`src/rtl/shift_register_arbiter_pkg.sv`:
```
// rtl/shift_register_arbiter_pkg.sv - shared types for the delay-line arbiter
package shift_register_arbiter_pkg;

    typedef enum logic [1:0] {
        IDLE  = 2'd0,
        BURST = 2'd1,
        GAP   = 2'd2
    } state_e;

    // Wide enough for any practical requester count; tops use the low IDW bits.
    localparam int SRC_W = 8;

    typedef struct packed {
        logic             valid;
        logic [SRC_W-1:0] src;
        logic             last;
        logic             trunc;
    } tag_t;

    function automatic int idw(input int n);
        return (n > 1) ? $clog2(n) : 1;
    endfunction

endpackage

```
`src/rtl/shift_register_arbiter_if.sv`:
```
// rtl/shift_register_arbiter_if.sv - requester, delay-line and output bundle
interface shift_register_arbiter_if
    import shift_register_arbiter_pkg::*;
#(
    parameter int N_REQ = 4
) ();
    localparam int IDW = idw(N_REQ);

    logic [N_REQ-1:0]   req_valid;
    logic [8*N_REQ-1:0] req_data;
    logic [N_REQ-1:0]   req_last;
    logic [N_REQ-1:0]   req_ready;
    logic [7:0]         sr_din;
    logic               sr_ren_n;
    logic [7:0]         sr_dout;
    logic               out_valid;
    logic [7:0]         out_data;
    logic [IDW-1:0]     out_src;
    logic               out_last;
    logic               out_trunc;
    logic               busy;

    modport master (
        output req_valid, req_data, req_last, sr_dout,
        input  req_ready, sr_din, sr_ren_n,
        input  out_valid, out_data, out_src, out_last, out_trunc, busy
    );

    modport slave (
        input  req_valid, req_data, req_last, sr_dout,
        output req_ready, sr_din, sr_ren_n,
        output out_valid, out_data, out_src, out_last, out_trunc, busy
    );

endinterface

```
`src/rtl/shift_register_arbiter_rr.sv`:
```
// rtl/shift_register_arbiter_rr.sv - combinational round-robin pick starting at a pointer
module rr_arbiter
    import shift_register_arbiter_pkg::*;
#(
    parameter int N_REQ = 4,
    localparam int IDW  = idw(N_REQ)
) (
    input  logic [N_REQ-1:0] i_req,
    input  logic [IDW-1:0]   i_ptr,
    output logic [N_REQ-1:0] o_grant,
    output logic [IDW-1:0]   o_idx,
    output logic             o_any
);

    logic           w_found;
    int             w_j;
    logic [IDW-1:0] w_jx;

    always_comb begin
        o_grant = '0;
        o_idx   = '0;
        w_found = 1'b0;
        w_j     = 0;
        w_jx    = '0;
        for (int k = 0; k < N_REQ; k++) begin
            w_j  = (int'(i_ptr) + k) % N_REQ;
            w_jx = IDW'(w_j);
            if (!w_found && i_req[w_jx]) begin
                w_found       = 1'b1;
                o_grant[w_jx] = 1'b1;
                o_idx         = w_jx;
            end
        end
    end

    assign o_any = |i_req;

endmodule

```
`src/rtl/shift_register_arbiter.sv`:
```
// rtl/shift_register_arbiter.sv - burst round-robin sharing of one byte delay line
// Tags ride a parallel LEN-deep pipeline so dout regains valid/src/last at the far end.
module shift_register_arbiter
    import shift_register_arbiter_pkg::*;
#(
    parameter int N_REQ      = 4,
    parameter int LEN        = 4,
    parameter int GAP_CYCLES = 1,
    parameter int MAX_BURST  = 16
) (
    input  logic                      clk,
    input  logic                      rst,
    shift_register_arbiter_if.slave   bus
);

    localparam int IDW = idw(N_REQ);
    localparam int CW  = $clog2(MAX_BURST + 1);
    localparam int GW  = (GAP_CYCLES > 0) ? $clog2(GAP_CYCLES + 1) : 1;

    state_e         r_state;
    state_e         w_next;
    logic [IDW-1:0] r_ptr;
    logic [IDW-1:0] r_grant;
    logic [CW-1:0]  r_count;
    logic [GW-1:0]  r_gap;
    tag_t           r_tag [LEN];

    logic [N_REQ-1:0] w_grant_oh;
    logic [IDW-1:0]   w_arb_idx;
    logic             w_any;
    logic             w_sel_valid;
    logic             w_sel_last;
    logic [7:0]       w_sel_data;
    logic             w_accept;
    logic             w_hit_max;
    logic             w_close;
    logic             w_trunc;
    logic [IDW-1:0]   w_ptr_next;
    logic [N_REQ-1:0] w_ready;
    tag_t             w_tag_in;
    logic             w_tag_any;
    logic             w_unused_src;

    rr_arbiter #(
        .N_REQ (N_REQ)
    ) u_rr (
        .i_req   (bus.req_valid),
        .i_ptr   (r_ptr),
        .o_grant (w_grant_oh),
        .o_idx   (w_arb_idx),
        .o_any   (w_any)
    );

    assign w_sel_valid = bus.req_valid[r_grant];
    assign w_sel_last  = bus.req_last[r_grant];
    assign w_sel_data  = bus.req_data[int'(r_grant) * 8 +: 8];
    assign w_accept    = (r_state == BURST) && w_sel_valid;
    assign w_hit_max   = (r_count == CW'(MAX_BURST - 1));
    assign w_close     = w_accept && (w_sel_last || w_hit_max);
    assign w_trunc     = w_accept && w_hit_max && !w_sel_last;
    assign w_ptr_next  = (r_grant == IDW'(N_REQ - 1)) ? '0 : r_grant + 1'b1;

    always_comb begin
        w_next  = r_state;
        w_ready = '0;
        case (r_state)
            IDLE: begin
                if (w_any) begin
                    w_next = BURST;
                end
            end
            BURST: begin
                w_ready = N_REQ'(1) << r_grant;
                if (w_close) begin
                    w_next = (GAP_CYCLES > 0) ? GAP : IDLE;
                end
            end
            GAP: begin
                if (r_gap == GW'(GAP_CYCLES - 1)) begin
                    w_next = IDLE;
                end
            end
            default: w_next = IDLE;
        endcase
    end

    always_ff @(posedge clk or posedge rst) begin
        if (rst) begin
            r_state <= IDLE;
            r_ptr   <= '0;
            r_grant <= '0;
            r_count <= '0;
            r_gap   <= '0;
        end else begin
            r_state <= w_next;
            if (r_state == IDLE && w_any) begin
                r_grant <= w_arb_idx;
            end
            if (w_accept) begin
                r_count <= w_close ? '0 : r_count + 1'b1;
            end
            if (w_close) begin
                r_ptr <= w_ptr_next;
            end
            r_gap <= (r_state == GAP) ? r_gap + 1'b1 : '0;
        end
    end

    // Stage 0 mirrors what the delay line captures: a bubble loads an all-zero tag.
    always_comb begin
        w_tag_in = '0;
        if (w_accept) begin
            w_tag_in.valid = 1'b1;
            w_tag_in.src   = SRC_W'(r_grant);
            w_tag_in.last  = w_close;
            w_tag_in.trunc = w_trunc;
        end
    end

    always_ff @(posedge clk or posedge rst) begin
        if (rst) begin
            for (int i = 0; i < LEN; i++) begin
                r_tag[i] <= '0;
            end
        end else begin
            r_tag[0] <= w_tag_in;
            for (int i = 1; i < LEN; i++) begin
                r_tag[i] <= r_tag[i-1];
            end
        end
    end

    always_comb begin
        w_tag_any = 1'b0;
        for (int i = 0; i < LEN; i++) begin
            w_tag_any = w_tag_any | r_tag[i].valid;
        end
    end

    assign bus.req_ready = w_ready;
    assign bus.sr_ren_n  = ~w_accept;
    assign bus.sr_din    = w_accept ? w_sel_data : 8'h00;
    assign bus.out_valid = r_tag[LEN-1].valid;
    assign bus.out_data  = bus.sr_dout;
    assign bus.out_src   = r_tag[LEN-1].src[IDW-1:0];
    assign bus.out_last  = r_tag[LEN-1].last;
    assign bus.out_trunc = r_tag[LEN-1].trunc;
    assign bus.busy      = (r_state != IDLE) || w_tag_any;

    assign w_unused_src = ^{r_tag[LEN-1].src, w_grant_oh};

endmodule
```
`src/flat_wrapper.sv`:
```
// flat-port wrapper written by rule: the top's interface ports become plain ports
module shift_register_arbiter_flat import shift_register_arbiter_pkg::*;
#(
    parameter int N_REQ      = 4,
    parameter int LEN        = 4,
    parameter int GAP_CYCLES = 1,
    parameter int MAX_BURST  = 16
)
  (clk, rst, bus_req_valid, bus_req_data, bus_req_last, bus_sr_dout, bus_req_ready, bus_sr_din, bus_sr_ren_n, bus_out_valid, bus_out_data, bus_out_src, bus_out_last, bus_out_trunc, bus_busy);
  shift_register_arbiter_if #(.N_REQ(N_REQ)) bus_i ();
  input  logic clk;
  input  logic rst;
  input wire logic [$bits(bus_i.req_valid)-1:0] bus_req_valid;
  input wire logic [$bits(bus_i.req_data)-1:0] bus_req_data;
  input wire logic [$bits(bus_i.req_last)-1:0] bus_req_last;
  input wire logic [$bits(bus_i.sr_dout)-1:0] bus_sr_dout;
  output wire logic [$bits(bus_i.req_ready)-1:0] bus_req_ready;
  output wire logic [$bits(bus_i.sr_din)-1:0] bus_sr_din;
  output wire logic [$bits(bus_i.sr_ren_n)-1:0] bus_sr_ren_n;
  output wire logic [$bits(bus_i.out_valid)-1:0] bus_out_valid;
  output wire logic [$bits(bus_i.out_data)-1:0] bus_out_data;
  output wire logic [$bits(bus_i.out_src)-1:0] bus_out_src;
  output wire logic [$bits(bus_i.out_last)-1:0] bus_out_last;
  output wire logic [$bits(bus_i.out_trunc)-1:0] bus_out_trunc;
  output wire logic [$bits(bus_i.busy)-1:0] bus_busy;
  assign bus_i.req_valid = bus_req_valid;
  assign bus_i.req_data = bus_req_data;
  assign bus_i.req_last = bus_req_last;
  assign bus_i.sr_dout = bus_sr_dout;
  assign bus_req_ready = bus_i.req_ready;
  assign bus_sr_din = bus_i.sr_din;
  assign bus_sr_ren_n = bus_i.sr_ren_n;
  assign bus_out_valid = bus_i.out_valid;
  assign bus_out_data = bus_i.out_data;
  assign bus_out_src = bus_i.out_src;
  assign bus_out_last = bus_i.out_last;
  assign bus_out_trunc = bus_i.out_trunc;
  assign bus_busy = bus_i.busy;
  shift_register_arbiter #(.N_REQ(N_REQ), .LEN(LEN), .GAP_CYCLES(GAP_CYCLES), .MAX_BURST(MAX_BURST)) u_core (.clk(clk), .rst(rst), .bus(bus_i));
endmodule
```
`config.mk`:
```
export PLATFORM = sky130hd
export DESIGN_NAME = shift_register_arbiter_flat
export DESIGN_NICKNAME = d
export VERILOG_FILES = /design/src/rtl/shift_register_arbiter_pkg.sv /design/src/rtl/shift_register_arbiter_if.sv /design/src/rtl/shift_register_arbiter_rr.sv /design/src/rtl/shift_register_arbiter.sv /design/src/flat_wrapper.sv
export SDC_FILE = /design/constraint.sdc
export NUM_CORES = 1
export LEC_CHECK = 0
export BUFFER_PORTS_ARGS = -buffer_cell sky130_fd_sc_hd__buf_2
export CORE_MARGIN = 4
export CORE_UTILIZATION = 30
export CTS_BUF_LIST = sky130_fd_sc_hd__clkbuf_16
export CTS_CLUSTER_DIAMETER = 60
export DETAILED_ROUTE_END_ITERATION = 12
export GPL_TIMING_DRIVEN = 0
export REMOVE_ABC_BUFFERS = 1
export SLEW_MARGIN = 0
export SYNTH_ARGS = -nofsm -noshare
export SYNTH_HDL_FRONTEND = slang
export SYNTH_SLANG_ARGS = --single-unit
```
`constraint.sdc`:
```
create_clock -name clk -period 1.7 [get_ports clk]
set_input_delay 0.17 -clock clk [delete_from_list [all_inputs] [get_ports clk]]
set_output_delay 0.17 -clock clk [all_outputs]
set_load 0.02 [all_outputs]
```
Yosys cells after proc, flatten, opt, wreduce, memory -nomap -nowiden
Cells that the tools add are included.
{ "op_classes": {"add_sub_neg": 6, "mux": 29, "magnitude_cmp": 5, "eq_ne": 7, "bitwise_logic": 4, "n_reduce_logical": 18, "n_shift": 2} }
{ "op_table": {"columns": ["operator", "n"], "rows": [
  ["$shiftx A32 B6 Y8", 1],
  ["$mux W2", 8],
  ["$lt A2 B3 Y1 const B", 5],
  ["$bmux W1 S2", 6],
  ["$mux W11", 1],
  ["$mux W1", 10],
  ["$logic_and A1 B1 Y1", 8],
  ["$mux W8", 1],
  ["$pmux W2 S3", 1],
  ["$add A5 B1 Y5 const B", 1],
  ["$eq A5 B4 Y1 const B", 1],
  ["$mux W5", 1],
  ["$add A2 B1 Y2 const B", 2],
  ["$add A2 B2 Y2 const B", 2],
  ["$eq A2 B2 Y1 const B", 2],
  ["$logic_not A1 Y1", 4],
  ["$mux W4", 1],
  ["$ne A2 B1 Y1 const B", 2],
  ["$reduce_or A4 Y1", 1],
  ["$shl A1 B2 Y4 const A", 1],
  ["$or A1 B1 Y1", 3],
  ["$reduce_and A3 Y1", 1],
  ["$eq A2 B1 Y1 const B", 1],
  ["$logic_not A2 Y1", 1],
  ["5 further kinds", 6]
]} }
{ "totals": {"word_cells": 92, "register_bits": 32, "output_inout_bits": 27} }

Longest topological paths before layout
Gate-level depths: netlist of run 1.
{ "logic_depth": {"depth_word": 12, "ltp_mapped": 6, "depth_no_buf": 6} }

Cells and area by module
Synthesis of run 1 repeated with hierarchy kept, for this count alone.
{ "hier_totals": {"cells_unflattened": 167, "hier_area_um2": 2035.7} }
{ "by_module_without_submodules": {"columns": ["mod", "area_per_inst_um2", "cells_each", "n_inst"], "rows": [
  ["shift_register_arbiter", 1609.0, 120, 1],
  ["rr_arbiter", 426.7, 47, 1]
]} }

Worst setup path after synthesis of run 1
OpenSTA, ideal clock, no wires.
{ "synth_timing": {"path_type": "register to register", "from": "reg u_core.r_grant[0]", "to": "reg u_core.r_ptr[1]", "arrival_ns": 1.531, "path_stages_with_launch": 6, "n_path_buf": 1, "period_less_slack_ns": 1.656, "setup_slack_ns": 0.044, "path_cell_list": "dfrtp_1 > buf_6 > mux4_2 > nor2_8 > nor2_2 > mux2_4"} }
{ "synth_between": {"elab_chain_cells": 4} }
{ "synth_rtl": {"columns": ["element", "line", "source"], "rows": [
  ["from (decl)", "shift_register_arbiter.sv:23", "logic [IDW-1:0] r_grant;"],
  ["from (signal assigned)", "shift_register_arbiter.sv:97", "r_grant <= w_arb_idx;"],
  ["$bmux W1 S2 (on tied branches)", "shift_register_arbiter.sv:54, shift_register_arbiter.sv:55", null],
  ["$mux W1 (on tied branches)", "shift_register_arbiter.sv:54, shift_register_arbiter.sv:55", null],
  ["$logic_and A1 B1 Y1 / $logic_or A1 B1 Y1 (equally long branches)", "shift_register_arbiter.sv:57, shift_register_arbiter.sv:59", null],
  ["$logic_and A1 B1 Y1", "shift_register_arbiter.sv:59", "assign w_close = w_accept && (w_sel_last || w_hit_max);"],
  ["to (signal assigned)", "shift_register_arbiter.sv:103", "r_ptr <= w_ptr_next;"],
  ["to (decl)", "shift_register_arbiter.sv:22", "logic [IDW-1:0] r_ptr;"]
]} }
Parallel ways exist; a longest one is shown, timed or not. The select of a mux whose other input is x is not followed.
A chain may end at the register's enable or synchronous reset.

Worst setup path after layout of run 1
{ "layout_timing": {"from": "reg u_core.r_grant[0]", "to": "out bus_sr_ren_n"} }
{ "layout_between": {"elab_chain_cells": 4} }
{ "layout_rtl": {"columns": ["element", "line", "source"], "rows": [
  ["$bmux W1 S2", "shift_register_arbiter.sv:54", "assign w_sel_valid = bus.req_valid[r_grant];"],
  ["$mux W1 (implied by the code)", "shift_register_arbiter.sv:54", null],
  ["$logic_and A1 B1 Y1", "shift_register_arbiter.sv:57", "assign w_accept = (r_state == BURST) && w_sel_valid;"],
  ["$not A1 Y1", "shift_register_arbiter.sv:141", "assign bus.sr_ren_n = ~w_accept;"],
  ["to (decl)", "flat_wrapper.sv:19", "output wire logic [$bits(bus_i.sr_ren_n)-1:0] bus_sr_ren_n;"]
]} }
Every way passes these cells. The select of a mux whose other input is x is not followed.

==> flow_summary.json, run 1 <==
{
  "run_status": "finished with violations",
  "violations": "setup timing",
  "setup_viol": 18,
  "setup.worst_path.start": "u_core.r_grant[0]",
  "root_buffer": "clkbuf_16",
  "timing.final.hold_violations": 0,
  "worstPathCellList": "mux2_4 -> a22oi_2 -> buf_4 -> buf_6",
  "synthSimpleGateAreaFrac_pct": 14.9,
  "end_kind": "primary output",
  "regArea_um2": 808,
  "crit_path_start_kind": "flip-flop",
  "worst-path-max-fanout": 8,
  "synth.distinct_cells": 35,
  "area_growth_pct": 37.7,
  "cts_buffer_depth": 2,
  "synth_top_family_by_area": "simple AND/OR/NAND/NOR gates",
  "synthAdderAreaFrac_pct": 4.53,
  "synth-xor-area-share_pct": 0,
  "multi_input_area_um2": 790,
  "clk_latency_ns": 0.27,
  "clkSinkCount": 32,
  "core_um2": 5240,
  "critical_path_class": "reg2out",
  "synth_seq_cells": 32,
  "grt_pass1_wl_um": 6150,
  "wl_per_cell_um": 14.1,
  "final.setup.worst_slack_ns": -0.221,
  "muxShareOfSynthArea_pct": 14.7,
  "crit_arrival_ns": 1.75,
  "grt_use_total_pct": 12.3,
  "slowest_delay_ns": 0.53,
  "min_period_ns": 1.92,
  "fillers": 515,
  "slowest_stage": "dfrtp_4",
  "r2r_start": "u_core.r_grant[0]",
  "gp_congestion": 0.684,
  "fp.dieH_um": 82.3,
  "routed_wl_um": 3800,
  "drc": 0,
  "rsz0062_at_grt": "true",
  "cts_tree": "built",
  "crit_family": "flip-flops",
  "grt_pass1_vias": 1332,
  "ys_warn_count": 0,
  "hold_class": "in2async",
  "critPathBufInv": 2,
  "synth_cells": 133,
  "yosys.area.top_type": "dfrtp_1",
  "dr_total_vias": 1324,
  "fmax_ghz": 0.521,
  "antenna_found_initial": 0,
  "synth_area_leaders": "dfrtp_1 (48%), mux4_2 (11%), buf_4 (4.5%)",
  "ios": 77,
  "skew_ns": 0.00456,
  "required_ns": 1.53,
  "fin_nets": 254,
  "cts_htree_levels": 2,
  "drive_gt1_share_pct": 52.3,
  "clk_pin_slew_ns": 0.05,
  "ant_nets": 0,
  "drt-pass1-iter-count": 4,
  "yosysSeqAreaShare_pct": 48.3,
  "drv_slew": 0,
  "maxCapViolCount": 0,
  "viasPerCell": 4.92,
  "max_slew_margin_pct": 22.9,
  "place_ws_ns": -0.713,
  "diodes": 0,
  "worst_hold_slack_ns": 0.200,
  "grt_max_degree": 33,
  "rows": 26,
  "io_buffers": 60,
  "drt_iter0_drc": 26,
  "die-area_um2": 6780,
  "peakVddDrop_mv": 0.773,
  "period_share_pct": 113,
  "grt-ovfl-total": 0,
  "numCtsBuffers": 5,
  "dp_hpwl_um": 2470,
  "synth_compound_area_share_pct": 9.43,
  "yosys.area.top_type_share_pct": 48.3,
  "synth_area_um2": 1660,
  "p_per_area_nw_per_um2": 1880,
  "tightest_slew_ns": 1.16,
  "p_leak_nw": 1.13,
  "syn_area_per_cell_um2": 12.5,
  "die_w_um": 82.3,
  "start_util_pct": 31.7
}
## routing by layer
layer  track usage, %  share of wire [%]
met1             13.6                 37
met2             20.8                 50
met3             5.42                 12
met4             4.49               0.66
met5                0                  0
## worst register-to-register path, cell delays in order, from the launching register on
cell and delay (ns):
dfrtp_4 0.48, buf_4 0.17, mux4_2 0.57, nor2_8 0.16, nor2_2 0.07, mux2_4 0.29
## through the flow
step | cell area (µm²) | instances | setup TNS (ns) | utilization [%] | power [mW]
2_1_floorplan | 1550 | 118 | -5.96 | - | 2.38
3_3_place_gp | 1940 | 248 | -12.75 | 37.1 | 2.82
3_5_place_dp | 1940 | 248 | -13.21 | 37.1 | 2.85
4_1_cts | 2240 | 268 | -2.52 | 42.8 | 4.23
5_1_grt | 2280 | 269 | -3.52 | 43.6 | 4.59
6_report | 2280 | 269 | -2.26 | 43.6 | 4.29
## Yosys cell counts (all sizes together)
library cell / instances
ha: 6
nor4: 1
nor3b: 3
mux4: 9
o22ai: 2
mux2: 3
and3b: 1
o31ai: 1
nand2b: 1
buf: 15
a21oi: 1
o311ai: 1
and2: 6
nand3b: 1
o221ai: 1
o41ai: 2
dfrtp: 32
nand3: 2
a21o: 1
nor2: 5
nand2: 7
inv: 8
nor2b: 12
o21ai: 8
and3: 1
a21boi: 1
a22oi: 2
## power breakdown
group	total, mW	internal [mW]	switching [mW]
Sequential	1.26	1.04	0.216
Clock	0.979	0.679	0.300
Combinational	2.05	0.984	1.07
## layout make-up
type / instances / share of cell area (%)
Tap cell: 70 / 3.84
Clock inverter: 3 / 1.64
Sequential cell: 32 / 35.4
Multi-Input combinational cell: 80 / 34.6
Inverter: 8 / 1.32
Timing Repair Buffer: 71 / 17.7
Clock buffer: 5 / 5.48
## state kept, by name, indices dropped and copies added, names as in the netlist
| signal | count |
|---|---|
| u_core.bus.out_last | 1 |
| u_core.bus.out_src | 2 |
| u_core.bus.out_trunc | 1 |
| u_core.bus.out_valid | 1 |
| u_core.r_count | 5 |
| u_core.r_gap | 1 |
| u_core.r_grant | 2 |
| u_core.r_ptr | 2 |
| u_core.r_state | 2 |
| u_core.r_tag | 15 |
## repair_timing
item / 4_1_cts / 5_1_grt
resized for setup: 14 / 8
pin swaps: 4 / 1
setup endpoints to repair: 26 / 20
buffers inserted: 10 / 1
hold buffers: 0 / 0
gates cloned: 2 / 0
## cells by family (layout without fill, tap and decap cells)
group / count (synthesis) / count (layout)
simple gates: 40 / 40
flops: 32 / 32
buf+inv: 23 / 87
compound gates: 20 / 22
mux: 12 / 12
fa+ha+maj: 6 / 6
## placed cells by master, fill, tap and decap left out, drive strengths merged
cell,instances
mux2,3
a21oi,1
o221ai,1
o21ai,8
nand2,7
nand3b,1
buf,71
nor3b,3
ha,6
bufinv,1
nand3,2
clkinv,2
mux4,9
nor2,5
o41ai,2
a22oi,4
clkbuf,5
o22ai,2
and3b,1
and2,6
o31ai,1
and3,1
dfrtp,32
a21boi,1
nor2b,12
nor4,1
a21o,1
nand2b,1
o311ai,1
inv,8
## worst paths after layout
check | to | slack, ns | cells past startpoint
worst min register to register | u_core.r_tag[11] | 0.35 | 0
worst max register to register | u_core.r_ptr[1] | -0.15 | 5
min in group clk | u_core.r_state[0] | 0.26 | 3
worst max-delay path | bus_sr_ren_n | -0.22 | 4
max in group asynchronous | u_core.r_grant[0] | 0.67 | 2
worst min-delay path | u_core.r_count[2] | 0.20 | 2
(Power assumes the default switching activity.)
==> inputs of run 2 (changes only) <==
Settings changed: PLACE_DENSITY_LB_ADDON set to 0.1.
==> run 2 against run 1 <==
Against the previous run: the run still ends with setup timing left; global-route usage rose by 0.57 points; wire length rose by 1.2%; final area rose by 1.2%; fmax rose by 3.6%; critical path type unchanged; highest routed layer unchanged; register-to-register slack improved by 0.05 ns; largest cell class unchanged.
==> flow_summary.json, run 2 (synthesis gave the netlist of run 1 again) <==
{
  "ant_nets": 0,
  "drt-pass1-iter-count": 4,
  "drc": 0,
  "io_buffers": 60,
  "crit_arrival_ns": 1.68,
  "final_common_cell": "buf_2",
  "setup_tns_ns": -1.40,
  "fp.dieH_um": 82.3,
  "diodes": 0,
  "cts_buffer_depth": 2,
  "timing.final.hold_violations": 0,
  "rows": 26,
  "dp_hpwl_um": 2540,
  "core_um2": 5240,
  "dr_total_vias": 1276,
  "p_leak_nw": 1.14,
  "start_util_pct": 31.7,
  "cts_tree": "built",
  "area_growth_pct": 39.2,
  "grt_pass1_wl_um": 6440,
  "period_share_pct": 109,
  "die_w_um": 82.3,
  "grt_max_degree": 33,
  "root_buffer": "clkbuf_16",
  "worstHoldEndpoint": "u_core.r_state[0]",
  "hold_class": "in2reg",
  "fin_nets": 256,
  "fillers": 494,
  "placed_area_um2": 1940,
  "fmax_ghz": 0.539,
  "critical_path_class": "reg2out",
  "clk_pin_slew_ns": 0.05,
  "final_cell_mix": "buf_2 (58), dfrtp_1 (30), nor2b_1 (11)",
  "maxCapViolCount": 0,
  "crit_path_start_kind": "flip-flop",
  "viasPerCell": 4.73,
  "grt-ovfl-total": 0,
  "die-area_um2": 6780,
  "grt_pass1_vias": 1408,
  "p_per_area_nw_per_um2": 1830,
  "violations": "setup timing",
  "worstHoldStart": "bus_req_valid[0]",
  "end_kind": "primary output",
  "peakVddDrop_mv": 0.571,
  "wl_per_cell_um": 14.2,
  "ios": 77,
  "hold_path_depth": 3,
  "tightest_slew_ns": 0.723,
  "min_period_ns": 1.85,
  "finish.utilization_pct": 44.1,
  "pwr-share-comb_pct": 50.9,
  "clkSinkCount": 32,
  "required_ns": 1.53,
  "skew_ns": 0.00365,
  "numCtsBuffers": 5,
  "pwr-share-seq_pct": 29.9,
  "pwr-share-clk_pct": 19.2,
  "setup.worst_path.start": "u_core.r_grant[0]",
  "gp_congestion": 0.733,
  "worst-path-max-fanout": 10,
  "final_cell_area_um2": 2310,
  "r2r_slack_ns": -0.10,
  "final.setup.worst_slack_ns": -0.155,
  "drv_slew": 0,
  "drt_iter0_drc": 31,
  "p_sw_mw": 1.56,
  "grt_use_total_pct": 12.9,
  "clk_latency_ns": 0.27,
  "largest_reg_flops": 15,
  "max_slew_margin_pct": 51.2,
  "rsz0062_at_grt": "true",
  "r2r_end": "u_core.r_ptr[1]",
  "reg_top3": "u_core.r_tag x15, u_core.r_count x5",
  "routed_wl_um": 3840,
  "regMostFlops": "u_core.r_tag",
  "run_status": "finished with violations",
  "intPower_mw": 2.66,
  "swShare_pct": 37.0,
  "cts_htree_levels": 2,
  "setup_viol": 11,
  "r2r_start": "u_core.r_grant[0]",
  "antenna_found_initial": 0,
  "drive_gt1_share_pct": 53.5,
  "r2r.worst_path.cells": 5
}
run 2: cell count changes in the layout (fill, tap and decap cells not counted), moves of 2 or more:
| cell | previous run | this run |
|---|---|---|
| buf_12 | 0 | 4 |
| buf_2 | 56 | 58 |
| buf_4 | 12 | 6 |
| buf_6 | 3 | 5 |
| o21ai_0 | 6 | 3 |
| o21ai_1 | 0 | 3 |
run 2: worst max path at each step:
| stage | end | cells after the start | slack (ns) |
|---|---|---|---|
| after floorplan | u_core.r_ptr[1] | 4 | -0.41 |
| final | bus_sr_din[5] | 5 | -0.15 |
| after detailed placement | u_core.r_count[0] | 4 | -0.71 |
| after CTS | bus_sr_din[5] | 5 | -0.18 |
| after global placement | u_core.r_count[2] | 4 | -0.68 |
| after global routing | bus_sr_din[0] | 5 | -0.22 |
run 2: cell type report:
type	instances	area, µm²	share of cell area (%)
Clock buffer	5	125	5.42
Clock inverter	2	8.76	0.379
Inverter	8	30.0	1.30
Multi-Input combinational cell	79	767	33.2
Sequential cell	32	808	35.0
Tap cell	70	87.6	3.79
Timing Repair Buffer	74	482	20.9
run 2: worst max-delay path, stage by stage, from the launching register on:
cell and delay, ns:
dfrtp_4 0.52, mux2_4 0.33, a22oi_4 0.21, buf_12 0.15, nor2b_1 0.05, buf_2 0.15
run 2: per-layer routing:
layer,GRT usage (%),wire length (µm),vias to the layer above
li1,-,-,597
met1,14.2,1560,605
met3,6.29,376,4
met4,5.81,59,0
met2,20.8,1840,70
met5,0,0,-
run 2: repair_timing:
item                       CTS  global route
gates resized for setup      9            18
hold buffers                 0             1
pin swaps                    2             2
gates cloned                 1             0
hold endpoints to repair     0             6
buffers inserted             9             3
setup endpoints to repair   26            21
run 2: metrics by stage:
| step | hold WS (ns) | instances | setup slack [ns] | power, mW |
|---|---|---|---|---|
| 2_1_floorplan | 0.286 | 118 | -0.415 | 2.38 |
| 3_3_place_gp | 0.333 | 248 | -0.685 | 2.82 |
| 3_5_place_dp | 0.335 | 248 | -0.706 | 2.85 |
| 4_1_cts | 0.267 | 265 | -0.178 | 4.08 |
| 5_1_grt | 0.299 | 270 | -0.216 | 4.52 |
| 6_report | 0.270 | 270 | -0.155 | 4.22 |
run 2: power by group through the flow:
stage | Sequential (mW) | Clock (mW) | Combinational, mW
after detailed placement | 1.33 | 0 | 1.52
after floorplan | 1.29 | 0 | 1.09
after global routing | 1.30 | 0.871 | 2.36
after CTS | 1.25 | 0.836 | 1.99
final | 1.26 | 0.810 | 2.15
after global placement | 1.31 | 0 | 1.51
